===== src/rtl/cop_dispatcher_pkg.sv =====
// Shared constants and helpers for the sasanqua coprocessor dispatch blocks.
// Latency: n/a (package only).
// Backpressure: n/a (package only).
package cop_dispatcher_pkg;

   localparam int COP_OPCODE_W = 17;   // {opcode, funct3, funct7}
   localparam int COP_SEL_W    = 2;    // implementation index width
   localparam int COP_MAX      = 4;    // most implementations one dispatcher serves
   localparam int COP_EXC_W    = 4;    // exception-code width
   localparam int COP_RD_W     = 5;    // destination register index width
   localparam int COP_DATA_W   = 32;   // register write data width
   localparam int COP_CNT_W    = 32;   // retired-instruction counter width

   // Fixed-priority pick: lowest index with its request set, 0 when none is set.
   function automatic logic [COP_SEL_W-1:0] cop_first_set(input logic [COP_MAX-1:0] req);
      logic [COP_SEL_W-1:0] idx;
      idx = '0;
      for (int i = COP_MAX - 1; i >= 0; i--) begin
         if (req[i]) idx = COP_SEL_W'(i);
      end
      return idx;
   endfunction

endpackage


===== src/rtl/cop_dispatch_counter.sv =====
// Saturating retired-instruction counter, one per coprocessor implementation.
// Latency: count reflects an increment one edge after inc is sampled.
// Backpressure: none; holds at all-ones instead of wrapping.
// Ports: clk, rst (sync, active-high), inc (count enable), count (current value).
module cop_dispatch_counter
   import cop_dispatcher_pkg::*;
(
   input  logic                 clk,
   input  logic                 rst,
   input  logic                 inc,
   output logic [COP_CNT_W-1:0] count
);

   always_ff @(posedge clk) begin
      if (rst) begin
         count <= '0;
      end else if (inc && (count != '1)) begin
         count <= count + 1'b1;
      end
   end

endmodule


===== src/rtl/cop_dispatcher.sv =====
// Routes the core's Check/Ready/Exec coprocessor port to one of COP_NUM (1..4) implementations.
// Latency: Check to Exec is exactly 2 cycles; result mux, allow and conflict are combinational.
// Backpressure: none; stages advance every edge, FLUSH kills Ready/Exec ops, RST beats FLUSH.
// Ports: CLK/RST/FLUSH control; C_* Check side toward the core; COP_C_ACCEPT per-implementation
//        accepts; E_ALLOW/COP_E_ALLOW exec gating; COP_E_* flattened per-implementation results;
//        E_* muxed result, E_SEL owner index, E_CONFLICT; CNT_SEL/CNT_VALUE counter readback.
module cop_dispatcher
   import cop_dispatcher_pkg::*;
#(
   parameter int COP_NUM = 2,
   parameter int SEL_W   = COP_SEL_W
)(
   input  logic                          CLK,
   input  logic                          RST,
   input  logic                          FLUSH,
   input  logic [COP_OPCODE_W-1:0]       C_OPCODE,
   output logic                          C_ACCEPT,
   input  logic [COP_NUM-1:0]            COP_C_ACCEPT,
   input  logic                          E_ALLOW,
   output logic [COP_NUM-1:0]            COP_E_ALLOW,
   input  logic [COP_NUM-1:0]            COP_E_VALID,
   input  logic [COP_NUM-1:0]            COP_E_REG_W_EN,
   input  logic [COP_RD_W*COP_NUM-1:0]   COP_E_REG_W_RD,
   input  logic [COP_DATA_W*COP_NUM-1:0] COP_E_REG_W_DATA,
   input  logic [COP_NUM-1:0]            COP_E_EXC_EN,
   input  logic [COP_EXC_W*COP_NUM-1:0]  COP_E_EXC_CODE,
   output logic                          E_VALID,
   output logic                          E_REG_W_EN,
   output logic [COP_RD_W-1:0]           E_REG_W_RD,
   output logic [COP_DATA_W-1:0]         E_REG_W_DATA,
   output logic                          E_EXC_EN,
   output logic [COP_EXC_W-1:0]          E_EXC_CODE,
   output logic [SEL_W-1:0]              E_SEL,
   output logic                          E_CONFLICT,
   input  logic [SEL_W-1:0]              CNT_SEL,
   output logic [COP_CNT_W-1:0]          CNT_VALUE
);

   // The opcode only travels to monitors; it plays no part in dispatch.
   logic unused_opcode;
   assign unused_opcode = ^C_OPCODE;

   // ---------------------------------------------------------------
   // Check stage
   // ---------------------------------------------------------------
   logic [SEL_W-1:0] winner;

   assign C_ACCEPT = |COP_C_ACCEPT;
   assign winner   = SEL_W'(cop_first_set(COP_MAX'(COP_C_ACCEPT)));

   // ---------------------------------------------------------------
   // Ready / Exec tracking registers
   // ---------------------------------------------------------------
   logic             r_valid;
   logic             e_valid;
   logic [SEL_W-1:0] r_sel;
   logic [SEL_W-1:0] e_sel;

   // Only the valid bits are flushed; the sel registers keep tracking so the
   // Exec owner index stays a pure 2-cycle delay of the Check winner.
   always_ff @(posedge CLK) begin
      if (RST) begin
         r_valid <= 1'b0;
         e_valid <= 1'b0;
         r_sel   <= '0;
         e_sel   <= '0;
      end else begin
         r_valid <= C_ACCEPT & ~FLUSH;
         e_valid <= r_valid & ~FLUSH;
         r_sel   <= winner;
         e_sel   <= r_sel;
      end
   end

   // ---------------------------------------------------------------
   // Exec stage: pick the owning implementation's signals
   // ---------------------------------------------------------------
   logic                  sel_valid;
   logic                  sel_w_en;
   logic [COP_RD_W-1:0]   sel_w_rd;
   logic [COP_DATA_W-1:0] sel_w_data;
   logic                  sel_exc_en;
   logic [COP_EXC_W-1:0]  sel_exc_code;

   // Comparing against each index keeps the lookup in range for any COP_NUM.
   always_comb begin
      sel_valid    = 1'b0;
      sel_w_en     = 1'b0;
      sel_w_rd     = '0;
      sel_w_data   = '0;
      sel_exc_en   = 1'b0;
      sel_exc_code = '0;
      for (int i = 0; i < COP_NUM; i++) begin
         if (e_sel == SEL_W'(i)) begin
            sel_valid    = COP_E_VALID[i];
            sel_w_en     = COP_E_REG_W_EN[i];
            sel_w_rd     = COP_E_REG_W_RD[COP_RD_W*i +: COP_RD_W];
            sel_w_data   = COP_E_REG_W_DATA[COP_DATA_W*i +: COP_DATA_W];
            sel_exc_en   = COP_E_EXC_EN[i];
            sel_exc_code = COP_E_EXC_CODE[COP_EXC_W*i +: COP_EXC_W];
         end
      end
   end

   logic exec_allowed;
   assign exec_allowed = E_ALLOW & e_valid;

   always_comb begin
      COP_E_ALLOW = '0;
      for (int i = 0; i < COP_NUM; i++) begin
         COP_E_ALLOW[i] = exec_allowed & (e_sel == SEL_W'(i));
      end
   end

   // Result fields follow ownership alone; E_ALLOW only qualifies valid/conflict.
   assign E_VALID      = exec_allowed & sel_valid;
   assign E_CONFLICT   = exec_allowed & ~sel_valid;
   assign E_REG_W_EN   = e_valid & sel_w_en;
   assign E_REG_W_RD   = e_valid ? sel_w_rd     : '0;
   assign E_REG_W_DATA = e_valid ? sel_w_data   : '0;
   assign E_EXC_EN     = e_valid & sel_exc_en;
   assign E_EXC_CODE   = e_valid ? sel_exc_code : '0;
   assign E_SEL        = e_sel;

   // ---------------------------------------------------------------
   // Per-implementation retired counters
   // ---------------------------------------------------------------
   logic [COP_CNT_W-1:0] cnt [COP_NUM];

   for (genvar g = 0; g < COP_NUM; g++) begin : g_cnt
      cop_dispatch_counter u_cnt (
         .clk   (CLK),
         .rst   (RST),
         .inc   (E_VALID && (e_sel == SEL_W'(g))),
         .count (cnt[g])
      );
   end

   // Indices beyond the populated implementations read as zero.
   always_comb begin
      CNT_VALUE = '0;
      for (int i = 0; i < COP_NUM; i++) begin
         if (CNT_SEL == SEL_W'(i)) CNT_VALUE = cnt[i];
      end
   end

endmodule


===== config.mk =====
export PLATFORM = sky130hd
export DESIGN_NAME = cop_dispatcher
export DESIGN_NICKNAME = d
export VERILOG_FILES = /design/src/rtl/cop_dispatcher_pkg.sv /design/src/rtl/cop_dispatch_counter.sv /design/src/rtl/cop_dispatcher.sv
export SDC_FILE = /design/constraint.sdc
export NUM_CORES = 1
export LEC_CHECK = 0
export ABC_CLOCK_PERIOD_IN_PS = 1900
export CAP_MARGIN = 20
export CORE_MARGIN = 4
export CORE_UTILIZATION = 39
export CTS_BUF_LIST = sky130_fd_sc_hd__clkbuf_16
export CTS_CLUSTER_SIZE = 25
export DETAILED_ROUTE_END_ITERATION = 8
export PLACE_DENSITY = 0.78
export REMOVE_ABC_BUFFERS = 1
export SLEW_MARGIN = 10
export SYNTH_ARGS = -nofsm -noshare
export SYNTH_HDL_FRONTEND = slang
export SYNTH_SLANG_ARGS = --single-unit
export TNS_END_PERCENT = 5

===== constraint.sdc =====
create_clock -name CLK -period 1.9 [get_ports CLK]
set_input_delay 0.19 -clock CLK [delete_from_list [all_inputs] [get_ports CLK]]
set_output_delay 0.19 -clock CLK [all_outputs]
set_load 0.005 [all_outputs]

# ---- Word level (Yosys, flattened, before mapping)
# Cells that the tools add are included.
dict set report word_totals {
  latchBits 0
  mem_count 0
  mem_bits_rw 0
  output_inout_bits 82
  rom_bits 0
  ff_bits 70
}
dict set report classes {
  multipliers 0
  n_mux 18
  n_reduce_logical 8
  shift 0
  bitwise 11
  n_eq_ne 4
  add_sub_neg 2
  div 0
  n_lt_le_gt_ge 0
}
# op n
set op_table {}
lappend op_table {{$mux 32} 5}
lappend op_table {{$add 32x1->32 const B} 2}
lappend op_table {{$ne 32x32->1 const B} 2}
lappend op_table {{$mux 5} 3}
lappend op_table {{$mux 4} 3}
lappend op_table {{$and 1x1->1} 9}
lappend op_table {{$mux 1} 7}
lappend op_table {{$eq 2x1->1 const B} 2}
lappend op_table {{$logic_and 1x1->1} 4}
lappend op_table {{$logic_not 2->1} 2}
lappend op_table {{$reduce_or 2->1} 2}
lappend op_table {{$not 1->1} 2}

# ---- Depth between registers and ports, before layout
dict set report logic_depth {
  depth_word 6
  ltp_mapped 8
}

# ---- Hierarchy
# A second synthesis with hierarchy kept.
dict set report unflattened {
  cells_unflattened 584
  hier_area_um2 4784.6
}
# mod instances cells_per_inst area_per_inst_um2
set modules_own_cells {}
lappend modules_own_cells {cop_dispatch_counter 2 199 1674.1}
lappend modules_own_cells {cop_dispatcher 1 186 1436.4}

# ---- Least setup slack after synthesis
# No wires, ideal clock.
dict set report synth_timing {
  kind {register to register}
  from {register g_cnt[1].u_cnt.count[0]}
  to {register g_cnt[1].u_cnt.count[14]}
  n_path_buf 2
  synth_period_minus_slack_ps 2034
  stages_incl_launch_ff 9
  setup_ps 70
  slack_ps -134
  arrival_time_ps 1964
  cell_sequence {dfxtp_1 -> ha_1 -> nand3_1 -> or3_1 -> buf_2 -> o21bai_4 -> buf_6 -> or4_1 -> a21oi_1}
}
dict set report synth_between {
  elab_chain_cells 2
  elab_cells_between_ends 3
  cone_classes {add/sub (1); eq/ne (1); reduce/logical (1)}
}
# item line
set synth_rtl {}
lappend synth_rtl {{from (decl)} cop_dispatch_counter.sv:11} ;# output logic [COP_CNT_W-1:0] count
lappend synth_rtl {{from (signal assigned)} cop_dispatch_counter.sv:18} ;# count <= count + 1'b1;
lappend synth_rtl {{parallel branches: the longest is 2 deep, another holds $add 32x1->32} -}
# Several ways; the timed one is not identified.
# A chain may end at the register's enable or synchronous reset.

# ---- Worst setup path after layout
dict set report layout_timing {
  from {register e_valid}
  to {register g_cnt[1].u_cnt.count[10]}
}
dict set report layout_between {
  elab_chain_cells 4
}
# item line
set layout_rtl {}
lappend layout_rtl {{from (decl)} cop_dispatcher.sv:55} ;# logic e_valid;
lappend layout_rtl {{from (signal assigned)} cop_dispatcher.sv:69} ;# e_valid <= r_valid & ~FLUSH;
lappend layout_rtl {{$and 1x1->1} cop_dispatcher.sv:106} ;# assign exec_allowed = E_ALLOW & e_valid;
lappend layout_rtl {{$and 1x1->1} cop_dispatcher.sv:116} ;# assign E_VALID = exec_allowed & sel_valid;
lappend layout_rtl {{$logic_and 1x1->1} cop_dispatcher.sv:134} ;# .inc (E_VALID && (e_sel == SEL_W'(g))),
lappend layout_rtl {{$logic_and 1x1->1} cop_dispatch_counter.sv:17} ;# end else if (inc && (count != '1)) begin
# No other way between the ends.

==> impl_metrics.toml <==
[floorplanning]
initial_core_util_pct = 40.34
die_x_um = 117.4
core_um2 = 11560
die_h_um = 117.4
die_area_um2 = 13780
io_pins = 195
num_rows = 39

[place]
numPortBuffers = 176
hpwlAfterDp_um = 12940
gp_congestion = 0.9018
dp.cells = 965
post-place-ws_ns = -0.4074

[routing]
drtAntennaViolNets = 0
via_per_inst = 5.527
drt_iter0_drc = 469
first_pass_iters = 5
top_layer_used = "met4"
drc = 0
m1WireLength_um = 6092
vias = 5439
wl_per_cell_um = 17.33
wl_met3_um = 1324
wl_um = 17050
wl_met2_um = 9099

[cts]
cts_sinks = 68
clk_latency_ns = 0.34
htree_num_levels = 3
cts_tree = "yes"
clockBufferDepth = 2
cts_buffers = 9
path_clk_slew_ns = 0.05
clockRootBuffer = "clkbuf_16"

[finish]
nFillCells = 872
syn_to_final_growth_pct = 69.08
final_cells = 984
antenna_cells = 0
drive_gt1_share_pct = 21.28
layout.nets = 951

[sta]
final-setup-viol-count = 24
slew_viol_final = 0
skew_ns = 0.006632
worst_slack_ns = -0.1001
max_freq_mhz = 500.0
hold_viol_final = 0
grt_setup_unrepaired = "yes"
tightest_slew_ns = 0.6991
period_minus_slack_ns = 2.000
relSlewSlack_pct = 53.22
fin_crit_sh_pct = 105.3

[pwr]
p_int_w = 0.002822
swShare_pct = 21.34
pwr-share-comb_pct = 11.3
seqPwrFrac_pct = 39.9
p_per_area_nw_per_um2 = 454.7
clockPowerShare_pct = 48.8
power.net_switching_w = 0.0007655
vdd_drop_max_uv = 547.3
leakagePower_nw = 3.159

[global_routing]
grt_max_degree = 41
grt_usage_pct = 23.47
grt_pass1_vias = 5497
grt_pass1_wl_um = 26830
antenna_found_initial = 0
overflow = 0

[synthesis]
postSynth.asyncResetShare_pct = 0
synthFlopType = "dfxtp_1"
synth_top_area_cell = "dfxtp_1"
avgSynthCellArea_um2 = 8.031
synth_cell_type_count = 44
synthTopCellsByArea = "dfxtp_1 (29%), mux2i_1 (17%), nor2b_1 (7.1%)"
synth_edf_count = 0
yosysTopAreaCellShare_pct = 29.18
ys_seq_elements = 68
ys_warn_count = 0
syn_area_um2 = 4666
syn_inst = 581
yosysSeqAreaShare_pct = 29.18
synth.most_common_cell = "mux2i_1"
ys_top_cells_by_count = "mux2i_1 (77), dfxtp_1 (68), nor2_1 (65)"

[outcome]
violations = "negative setup slack"
status = "finished with violations"

[setup_path]
path_max_fanout = 9
crit_arrival_ns = 2.28
startpoint_type = "flop"
cp-end-kind = "flop"
critPathRequiredTime_ns = 2.18
critical_path_class = "reg2reg"

[flow_run]
cap_violations = 0

[worst_hold_path]
hold_path_class = "in2reg"
==> sequential cells by signal (all words and copies together) (netlist names) <==
| name | flops |
|---|---|
| e_valid | 1 |
| r_valid | 1 |
| E_SEL | 1 |
| g_cnt.u_cnt.count | 64 |
| r_sel | 1 |
==> worst max-delay path, cell delays in order, from the launching register on <==
cell and delay [ns]:
dfxtp_2 0.35, buf_12 0.12, nand4_1 0.22, or3_4 0.41, o21bai_4 0.20, buf_4 0.15, or4_1 0.39, nand2_1 0.09
==> final cells by class <==
| type | instances | area [µm²] | share of cell area (%) |
|---|---|---|---|
| clock buffer | 9 | 225.2 | 2.855 |
| clock inverter | 7 | 81.33 | 1.031 |
| multi-input combinational | 463 | 3341 | 42.35 |
| timing repair buffer | 286 | 2664 | 33.77 |
| tap | 143 | 178.9 | 2.268 |
| inverter | 8 | 30.03 | 0.3807 |
| sequential | 68 | 1369 | 17.35 |
==> placed cells by master (no fill, tap or decap), drive strengths merged, types with 26 or more instances in the layout <==
| cell | synthesis | layout |
|---|---|---|
| a21oi | 31 | 31 |
| buf | 19 | 111 |
| clkdlybuf4s50 | 0 | 133 |
| dfxtp | 68 | 68 |
| dlygate4sd2 | 0 | 31 |
| mux2i | 77 | 77 |
| nand2 | 28 | 28 |
| nor2 | 65 | 65 |
| nor2b | 53 | 53 |
| o21ai | 26 | 26 |
==> metal layers <==
layer | vias to the layer above | global-route usage (%)
met5 | - | 0
met4 | 0 | 10.04
met3 | 38 | 5.486
met2 | 242 | 44.40
met1 | 2548 | 24.70
li1 | 2611 | -
==> cells by family (layout without fill, tap and decap cells) <==
family | after synthesis | in the layout | synth area share (%)
buf+inv | 50 | 310 | 4.532
flops | 68 | 68 | 29.18
other cells | 1 | 1 | 0.08037
compound gates | 86 | 86 | 11.61
xor+xnor | 21 | 21 | 3.942
mux | 79 | 79 | 17.00
simple gates | 274 | 274 | 33.12
fa+ha+maj | 2 | 2 | 0.5363
==> path summary, 6_finish.rpt <==
kind | startpoint | end | slack (ns) | cells after the start
worst max register to register | e_valid$_SDFF_PP0_ | g_cnt[1].u_cnt.count[10]$_SDFFE_PP0P_ | -0.10 | 7
worst max-delay path | e_valid$_SDFF_PP0_ | g_cnt[1].u_cnt.count[10]$_SDFFE_PP0P_ | -0.10 | 7
worst min register to register | r_sel[0]$_SDFF_PP0_ | E_SEL[0]$_SDFF_PP0_ | 0.44 | 1
worst min-delay path | RST | g_cnt[0].u_cnt.count[12]$_SDFFE_PP0P_ | 0.34 | 2
==> power groups by stage <==
stage | combinational (W) | sequential, W | clock, W
4_1_cts | 0.000407 | 0.00143 | 0.00176
6_report | 0.000406 | 0.00143 | 0.00175
3_5_place_dp | 0.000411 | 0.00146 | 0
3_3_place_gp | 0.000403 | 0.00146 | 0
2_1_floorplan | 0.0000809 | 0.00147 | 0
5_1_grt | 0.000434 | 0.00143 | 0.00183
==> stage by stage <==
| stage | hold WS, ns | TNS, ns | total power [W] | utilization, % | cell area, µm² |
|---|---|---|---|---|---|
| global placement | 0.4330 | -12.93 | 0.001865 | 62.86 | 7269 |
| finish | 0.3450 | -0.8480 | 0.003587 | 68.21 | 7889 |
| global route | 0.3847 | -4.996 | 0.003697 | 68.21 | 7889 |
| detailed placement | 0.4322 | -15.80 | 0.001874 | 62.86 | 7269 |
| floorplan | 0.2591 | -101.52 | 0.001555 | - | 4484 |
| CTS | 0.3292 | -1.218 | 0.003601 | 65.94 | 7626 |
==> timing repair <==
item                       CTS  global route
buffers inserted             0             2
hold buffers                 0             0
setup endpoints to repair   85            63
pin swaps                    4            11
gates cloned                 0             1
resized for setup           49            52
No activity file was read; power rests on OpenSTA's default activity.
